==> src/rtl/rom_bus_ctl.sv <==
// rom_bus_ctl
// Read controller between the 68000 bus and three banks of 8K x 16 program ROM.
// Each bank is a hi/lo pair of 8K x 8 synchronous ROMs with one-cycle
// registered read latency. The block decodes the ROM window, drives the
// shared ROM address and one-hot bank enable, captures the returned word,
// and generates DTACK.
//
// Window: byte addresses 0x000000-0x00BFFF, three 16 KB banks.
//   bank  = A[15:14] (cpu_a_i[14:13])
//   rom_a = A[13:1]  (cpu_a_i[12:0])
//
// Optional feature: define ROM_LASTWORD_CACHE_EN to add a one-entry cache of
// the last captured word. A read that hits it is acknowledged one edge after
// AS is sampled low, without enabling any ROM.
//
// Ports
//   clk_i          system clock, shared with the ROMs
//   reset_i        synchronous active-high reset
//   cpu_a_i        68000 word address A[23:1] (bit k carries A[k+1])
//   cpu_as_n_i     address strobe, active low, synchronous to clk_i
//   cpu_rw_i       1 = read, 0 = write
//   cpu_d_o        read data; holds its last value between cycles
//   cpu_d_oe_o     high while this block owns the data bus
//   cpu_dtack_n_o  data acknowledge, active low
//   rom_a_o        shared ROM word address
//   rom_ce_o       one-hot bank clock enable
//   rom_oe_o       output enable to all ROMs
//   rom_dhi_i      bank0..2 high bytes, bank n at [8n+7:8n]
//   rom_dlo_i      bank0..2 low bytes, same packing
//
// state     | meaning
// S_IDLE    | waiting for a strobed cycle in the window
// S_FETCH   | bank enabled, ROM registering the word
// S_CAPTURE | ROM word on its outputs, capture and acknowledge
// S_HOLD    | acknowledge held until AS is sampled high

module rom_bus_ctl (
  input  logic        clk_i,
  input  logic        reset_i,
  input  logic [22:0] cpu_a_i,
  input  logic        cpu_as_n_i,
  input  logic        cpu_rw_i,
  output logic [15:0] cpu_d_o,
  output logic        cpu_d_oe_o,
  output logic        cpu_dtack_n_o,
  output logic [12:0] rom_a_o,
  output logic [2:0]  rom_ce_o,
  output logic        rom_oe_o,
  input  logic [23:0] rom_dhi_i,
  input  logic [23:0] rom_dlo_i
);

  typedef enum logic [1:0] {S_IDLE, S_FETCH, S_CAPTURE, S_HOLD} state_t;

  state_t      state_q;
  logic [1:0]  bank_q;
  logic [15:0] cpu_d_q;
  logic        cpu_d_oe_q;
  logic        cpu_dtack_n_q;
  logic [12:0] rom_a_q;
  logic [2:0]  rom_ce_q;
  logic        rom_oe_q;

  logic [1:0]  req_bank;
  logic [12:0] req_addr;
  logic        in_window;
  logic        as_req;
  logic [2:0]  req_ce;
  logic [15:0] rom_word;
  logic        cache_hit;

  assign req_bank  = cpu_a_i[14:13];
  assign req_addr  = cpu_a_i[12:0];
  // bank 3 (0x00C000-0x00FFFF) is not populated
  assign in_window = (cpu_a_i[22:15] == 8'd0) && (req_bank != 2'b11);
  assign as_req    = !cpu_as_n_i && in_window;
  assign req_ce    = 3'b001 << req_bank;

  always_comb begin
    rom_word = {rom_dhi_i[7:0], rom_dlo_i[7:0]};
    case (bank_q)
      2'd1:    rom_word = {rom_dhi_i[15:8],  rom_dlo_i[15:8]};
      2'd2:    rom_word = {rom_dhi_i[23:16], rom_dlo_i[23:16]};
      default: rom_word = {rom_dhi_i[7:0],   rom_dlo_i[7:0]};
    endcase
  end

`ifdef ROM_LASTWORD_CACHE_EN
  logic        cache_valid_q;
  logic [1:0]  cache_bank_q;
  logic [12:0] cache_addr_q;
  logic [15:0] cache_word_q;

  assign cache_hit = cache_valid_q && (cache_bank_q == req_bank) &&
                     (cache_addr_q == req_addr);
`else
  assign cache_hit = 1'b0;
`endif

  always_ff @(posedge clk_i) begin
    if (reset_i) begin
      state_q       <= S_IDLE;
      bank_q        <= 2'd0;
      cpu_d_q       <= 16'h0000;
      cpu_d_oe_q    <= 1'b0;
      cpu_dtack_n_q <= 1'b1;
      rom_a_q       <= 13'd0;
      rom_ce_q      <= 3'b000;
      rom_oe_q      <= 1'b0;
`ifdef ROM_LASTWORD_CACHE_EN
      cache_valid_q <= 1'b0;
      cache_bank_q  <= 2'd0;
      cache_addr_q  <= 13'd0;
      cache_word_q  <= 16'h0000;
`endif
    end else begin
      case (state_q)
        S_IDLE: begin
          if (as_req) begin
            if (!cpu_rw_i) begin
              // writes to ROM are acknowledged but never drive the bus
              cpu_dtack_n_q <= 1'b0;
              state_q       <= S_HOLD;
            end else if (cache_hit) begin
`ifdef ROM_LASTWORD_CACHE_EN
              cpu_d_q       <= cache_word_q;
`endif
              cpu_dtack_n_q <= 1'b0;
              cpu_d_oe_q    <= 1'b1;
              state_q       <= S_HOLD;
            end else begin
              rom_a_q  <= req_addr;
              bank_q   <= req_bank;
              rom_ce_q <= req_ce;
              rom_oe_q <= 1'b1;
              state_q  <= S_FETCH;
            end
          end
        end
        S_FETCH: begin
          rom_ce_q <= 3'b000;
          state_q  <= S_CAPTURE;
        end
        S_CAPTURE: begin
          // an aborted cycle still completes; HOLD releases it next edge
          cpu_d_q       <= rom_word;
          cpu_dtack_n_q <= 1'b0;
          cpu_d_oe_q    <= 1'b1;
          rom_oe_q      <= 1'b0;
          state_q       <= S_HOLD;
`ifdef ROM_LASTWORD_CACHE_EN
          cache_valid_q <= 1'b1;
          cache_bank_q  <= bank_q;
          cache_addr_q  <= rom_a_q;
          cache_word_q  <= rom_word;
`endif
        end
        S_HOLD: begin
          if (cpu_as_n_i) begin
            cpu_dtack_n_q <= 1'b1;
            cpu_d_oe_q    <= 1'b0;
            state_q       <= S_IDLE;
          end
        end
        default: state_q <= S_IDLE;
      endcase
    end
  end

  assign cpu_d_o       = cpu_d_q;
  assign cpu_d_oe_o    = cpu_d_oe_q;
  assign cpu_dtack_n_o = cpu_dtack_n_q;
  assign rom_a_o       = rom_a_q;
  assign rom_ce_o      = rom_ce_q;
  assign rom_oe_o      = rom_oe_q;

endmodule
==> config.mk <==
export PLATFORM = sky130hd
export DESIGN_NAME = rom_bus_ctl
export DESIGN_NICKNAME = d
export VERILOG_FILES = /design/src/rtl/rom_bus_ctl.sv
export SDC_FILE = /design/constraint.sdc
export NUM_CORES = 1
export LEC_CHECK = 0
export CORE_UTILIZATION = 42
export CTS_BUF_LIST = sky130_fd_sc_hd__clkbuf_8
export CTS_CLUSTER_SIZE = 40
export DETAILED_ROUTE_END_ITERATION = 10
export HOLD_SLACK_MARGIN = 0.02
export PLACE_DENSITY_LB_ADDON = 0.12
export SLEW_MARGIN = 20
export SYNTH_ARGS = -nofsm -noshare
export SYNTH_HDL_FRONTEND = slang
export SYNTH_SLANG_ARGS = --single-unit
==> constraint.sdc <==
create_clock -name clk_i -period 3.75 [get_ports clk_i]
set_input_delay 0.75 -clock clk_i [delete_from_list [all_inputs] [get_ports clk_i]]
set_output_delay 0.75 -clock clk_i [all_outputs]
set_load 0.1 [all_outputs]
==> impl_metrics.env <==
export IMPL_status="finished clean"
export IMPL_antenna_found_initial=0
export IMPL_ys_ff_latch=39
export IMPL_clk_pin_slew_ns=0.08
export IMPL_finalCriticalPeriod_ns=2.64
export IMPL_final_hold_viol_count=0
export IMPL_max_slew_worst_pin_slew_ns=0.990
export IMPL_fin_crit_sh_pct=70.3
export IMPL_die_h_um=68.3
export IMPL_netlist_instances=231
export IMPL_synth_most_common_cell="nand2_1"
export IMPL_cts_setup_buffers=0
export IMPL_insertion_delay_ns=0.29
export IMPL_async_reset_ff_share_pct=0
export IMPL_cp_start_kind="input pin"
export IMPL_critical_path_class="in2reg"
export IMPL_antenna_cells=0
export IMPL_yosysTopAreaCellShare_pct=42.2
export IMPL_synth_cell_types=28
export IMPL_r2r_worst_path_cells=6
export IMPL_dp_cells=378
export IMPL_cp_data_required_time_ns=3.96
export IMPL_synth_top_cells_by_count="nand2_1 (51), dfxtp_1 (39), nor2_1 (23)"
export IMPL_fin_cells=386
export IMPL_avgViaCountPerCell=5.04
export IMPL_peakVddDrop_uv=308
export IMPL_worstReg2RegStart="state_q[0]$_SDFFE_PP0P_"
export IMPL_critPathMaxStageDelay_ns=0.54
export IMPL_cp_max_fo=3
export IMPL_core_area_um2=4120
export IMPL_rrSetupSlack_ns=1.64
export IMPL_hold_end="rom_a_o[4]$_SDFFE_PP0P_"
export IMPL_routed_wirelength_mm=4.88
export IMPL_gr_usage_all_layers_pct=22.6
export IMPL_whs_path_depth=2
export IMPL_synth_top_area_cell="dfxtp_1"
export IMPL_gp_congestion=0.749
export IMPL_slew_violations=0
export IMPL_grt_overflow=0
export IMPL_yosys_warnings=0
export IMPL_hpwlAfterDp_mm=3.61
export IMPL_cts_tree="done"
export IMPL_wire_per_inst_um=12.7
export IMPL_rsz0062_at_grt="false"
export IMPL_clkSinkCount=39
export IMPL_p_leak_nw=1.11
export IMPL_worstHoldPathType="reg2reg"
export IMPL_clockBufferDepth=2
export IMPL_die_x_um=68.3
export IMPL_crit_path_cell_trace="clkdlybuf4s50_1 -> or4_4 -> or4_1 -> or4b_1 -> a21oi_1"
export IMPL_ys_flop_type="dfxtp_1"
export IMPL_netlist_area_um2=1850
export IMPL_endpoint_kind="register"
export IMPL_initial_core_util_pct=44.9
export IMPL_die_area_um2=4670
export IMPL_grt_pass1_vias=1796
export IMPL_grt_pass1_wl_mm=7.89
export IMPL_ios=110
export IMPL_maxCapViolCount=0
export IMPL_layout_drive_gt1_share_pct=4.17
export IMPL_cts_repair_resized=0
export IMPL_rows=23
export IMPL_synth_edff_count=0
export IMPL_powerDensity_nw_per_um2=481
export IMPL_max_freq_mhz=379
export IMPL_grt_max_degree=33
export IMPL_cts_buffers=5
export IMPL_nets=416
export IMPL_htreeDepth=2
export IMPL_cts_root_buf="clkbuf_8"
export IMPL_ant_nets=0
export IMPL_area_delta_synth_final_pct=66.8
export IMPL_max_slew_margin_pct=33.8
export IMPL_seq_area_frac_synth_pct=42.2
export IMPL_finalSetupViolCount=0
export IMPL_dr_pass1_iters=4
export IMPL_cp_slowest_cell="or4_4"
export IMPL_vias=1947
export IMPL_synth_area_leaders="dfxtp_1 (42%), nand2_1 (10%), mux2i_1 (9.7%)"
export IMPL_worstHoldStart="rom_a_o[4]$_SDFFE_PP0P_"
export IMPL_critical_path_reg2reg_endpoint="rom_ce_o[1]$_SDFFE_PP0P_"
export IMPL_drc=0
export IMPL_critPathArrivalTime_ns=2.84
export IMPL_tns_ns=0
export IMPL_drtIter0Drc=125
export IMPL_ctsHoldBuffers=0
export IMPL_port_buffers=109
export IMPL_finalClockSkew_ns=0.00812
export IMPL_synth_avg_cell_area_um2=8.00
export IMPL_synth_fp_nets=312
==> stage by stage <==
| step | utilization [%] | hold WS (ns) | power (mW) | setup WS, ns | instance area (µm²) |
|---|---|---|---|---|---|
| 3_5_place_dp | 72.2 | 0.444 | 1.14 | 0.821 | 2970 |
| 2_1_floorplan | - | 0.449 | 0.949 | 1.16 | 1850 |
| 4_1_cts | 74.9 | 0.456 | 1.49 | 1.12 | 3080 |
| 5_1_grt | 74.9 | 0.467 | 1.55 | 1.03 | 3080 |
| 6_report | 74.9 | 0.452 | 1.48 | 1.11 | 3080 |
| 3_3_place_gp | 72.2 | 0.437 | 1.14 | 0.837 | 2970 |
==> worst max-delay path, delay by kind of cell <==
family | cells | cell delay (ns)
AO/OA/AOI/OAI | 1 | 0.15
AND/OR/NAND/NOR | 3 | 1.54
buffers and inverters | 1 | 0.40
==> flip-flops by register name (all words and copies together), names as in the netlist <==
register       flops
cpu_dtack_n_o      1
rom_ce_o           3
rom_oe_o           1
bank_q             2
rom_a_o           13
state_q            2
cpu_d_oe_o         1
cpu_d_o           16
==> logic make-up after synthesis <==
family                   Yosys count  share of synthesized area (%)
AND/OR/NAND/NOR                   91                           21.5
AO/OA/AOI/OAI                     56                           18.1
flip-flops                        39                           42.2
buffers and inverters             21                           4.33
multiplexers                      18                           9.75
adder cells (fa/ha/maj)            6                           4.06
==> worst max path at each step <==
stage,start,end,slack (ns)
after floorplan,cpu_a_i[16],rom_ce_o[1]$_SDFFE_PP0P_,1.16
after global placement,cpu_a_i[16],rom_ce_o[1]$_SDFFE_PP0P_,0.84
after detailed placement,cpu_a_i[16],rom_ce_o[1]$_SDFFE_PP0P_,0.82
after CTS,cpu_a_i[16],rom_ce_o[1]$_SDFFE_PP0P_,1.12
after global routing,cpu_a_i[16],rom_ce_o[1]$_SDFFE_PP0P_,1.03
final,cpu_a_i[16],rom_ce_o[1]$_SDFFE_PP0P_,1.11
==> routing by layer <==
layer	wire [µm]	GRT usage, %	vias to the layer above	share of wire [%]
met1	2040	25.6	876	42
met2	2450	40.1	71	50
met5	0	0	-	0
li1	-	-	995	-
met4	38	6.77	0	0.78
met3	352	6.83	5	7.2
==> power by group <==
group	total [mW]	switching [mW]	internal (mW)
Sequential	0.489	0.0291	0.460
Clock	0.349	0.151	0.198
Combinational	0.646	0.423	0.223
==> final cells by class <==
type | count | area (µm²)
flip-flops and latches | 39 | 781
multi-input cells | 171 | 987
inverters | 5 | 18.8
clock inverters | 3 | 43.8
clock buffers | 5 | 68.8
fillers | 343 | 1030
well taps | 50 | 62.6
repair buffers | 113 | 1120
==> cell usage in the layout, fill, tap and decap left out <==
| master | synthesis | layout |
|---|---|---|
| nand2_1 | 51 | 51 |
| a21oi_1 | 18 | 18 |
| or4b_1 | 1 | 1 |
| dfxtp_1 | 39 | 39 |
| clkinv_4 | 0 | 1 |
| a31oi_1 | 1 | 1 |
| nor2b_1 | 1 | 1 |
| nand2b_1 | 4 | 4 |
| buf_4 | 0 | 4 |
| o21ai_0 | 17 | 17 |
| mux2i_1 | 18 | 18 |
| nand3_1 | 1 | 1 |
| a21o_1 | 1 | 1 |
| or4_4 | 1 | 1 |
| a211oi_1 | 1 | 1 |
| a22oi_1 | 16 | 16 |
| or4_1 | 2 | 2 |
| clkinv_2 | 0 | 1 |
| or3_1 | 1 | 1 |
| a21boi_0 | 1 | 1 |
| nand3b_1 | 1 | 1 |
| nor2_1 | 23 | 23 |
| nor3_1 | 3 | 3 |
| clkdlybuf4s50_1 | 0 | 109 |
| inv_1 | 5 | 5 |
| a221o_1 | 1 | 1 |
| nor4_2 | 1 | 1 |
| nor4_1 | 1 | 1 |
| ha_1 | 6 | 6 |
| bufinv_16 | 0 | 1 |
| clkbuf_8 | 0 | 5 |
(Power assumes the default switching activity.)
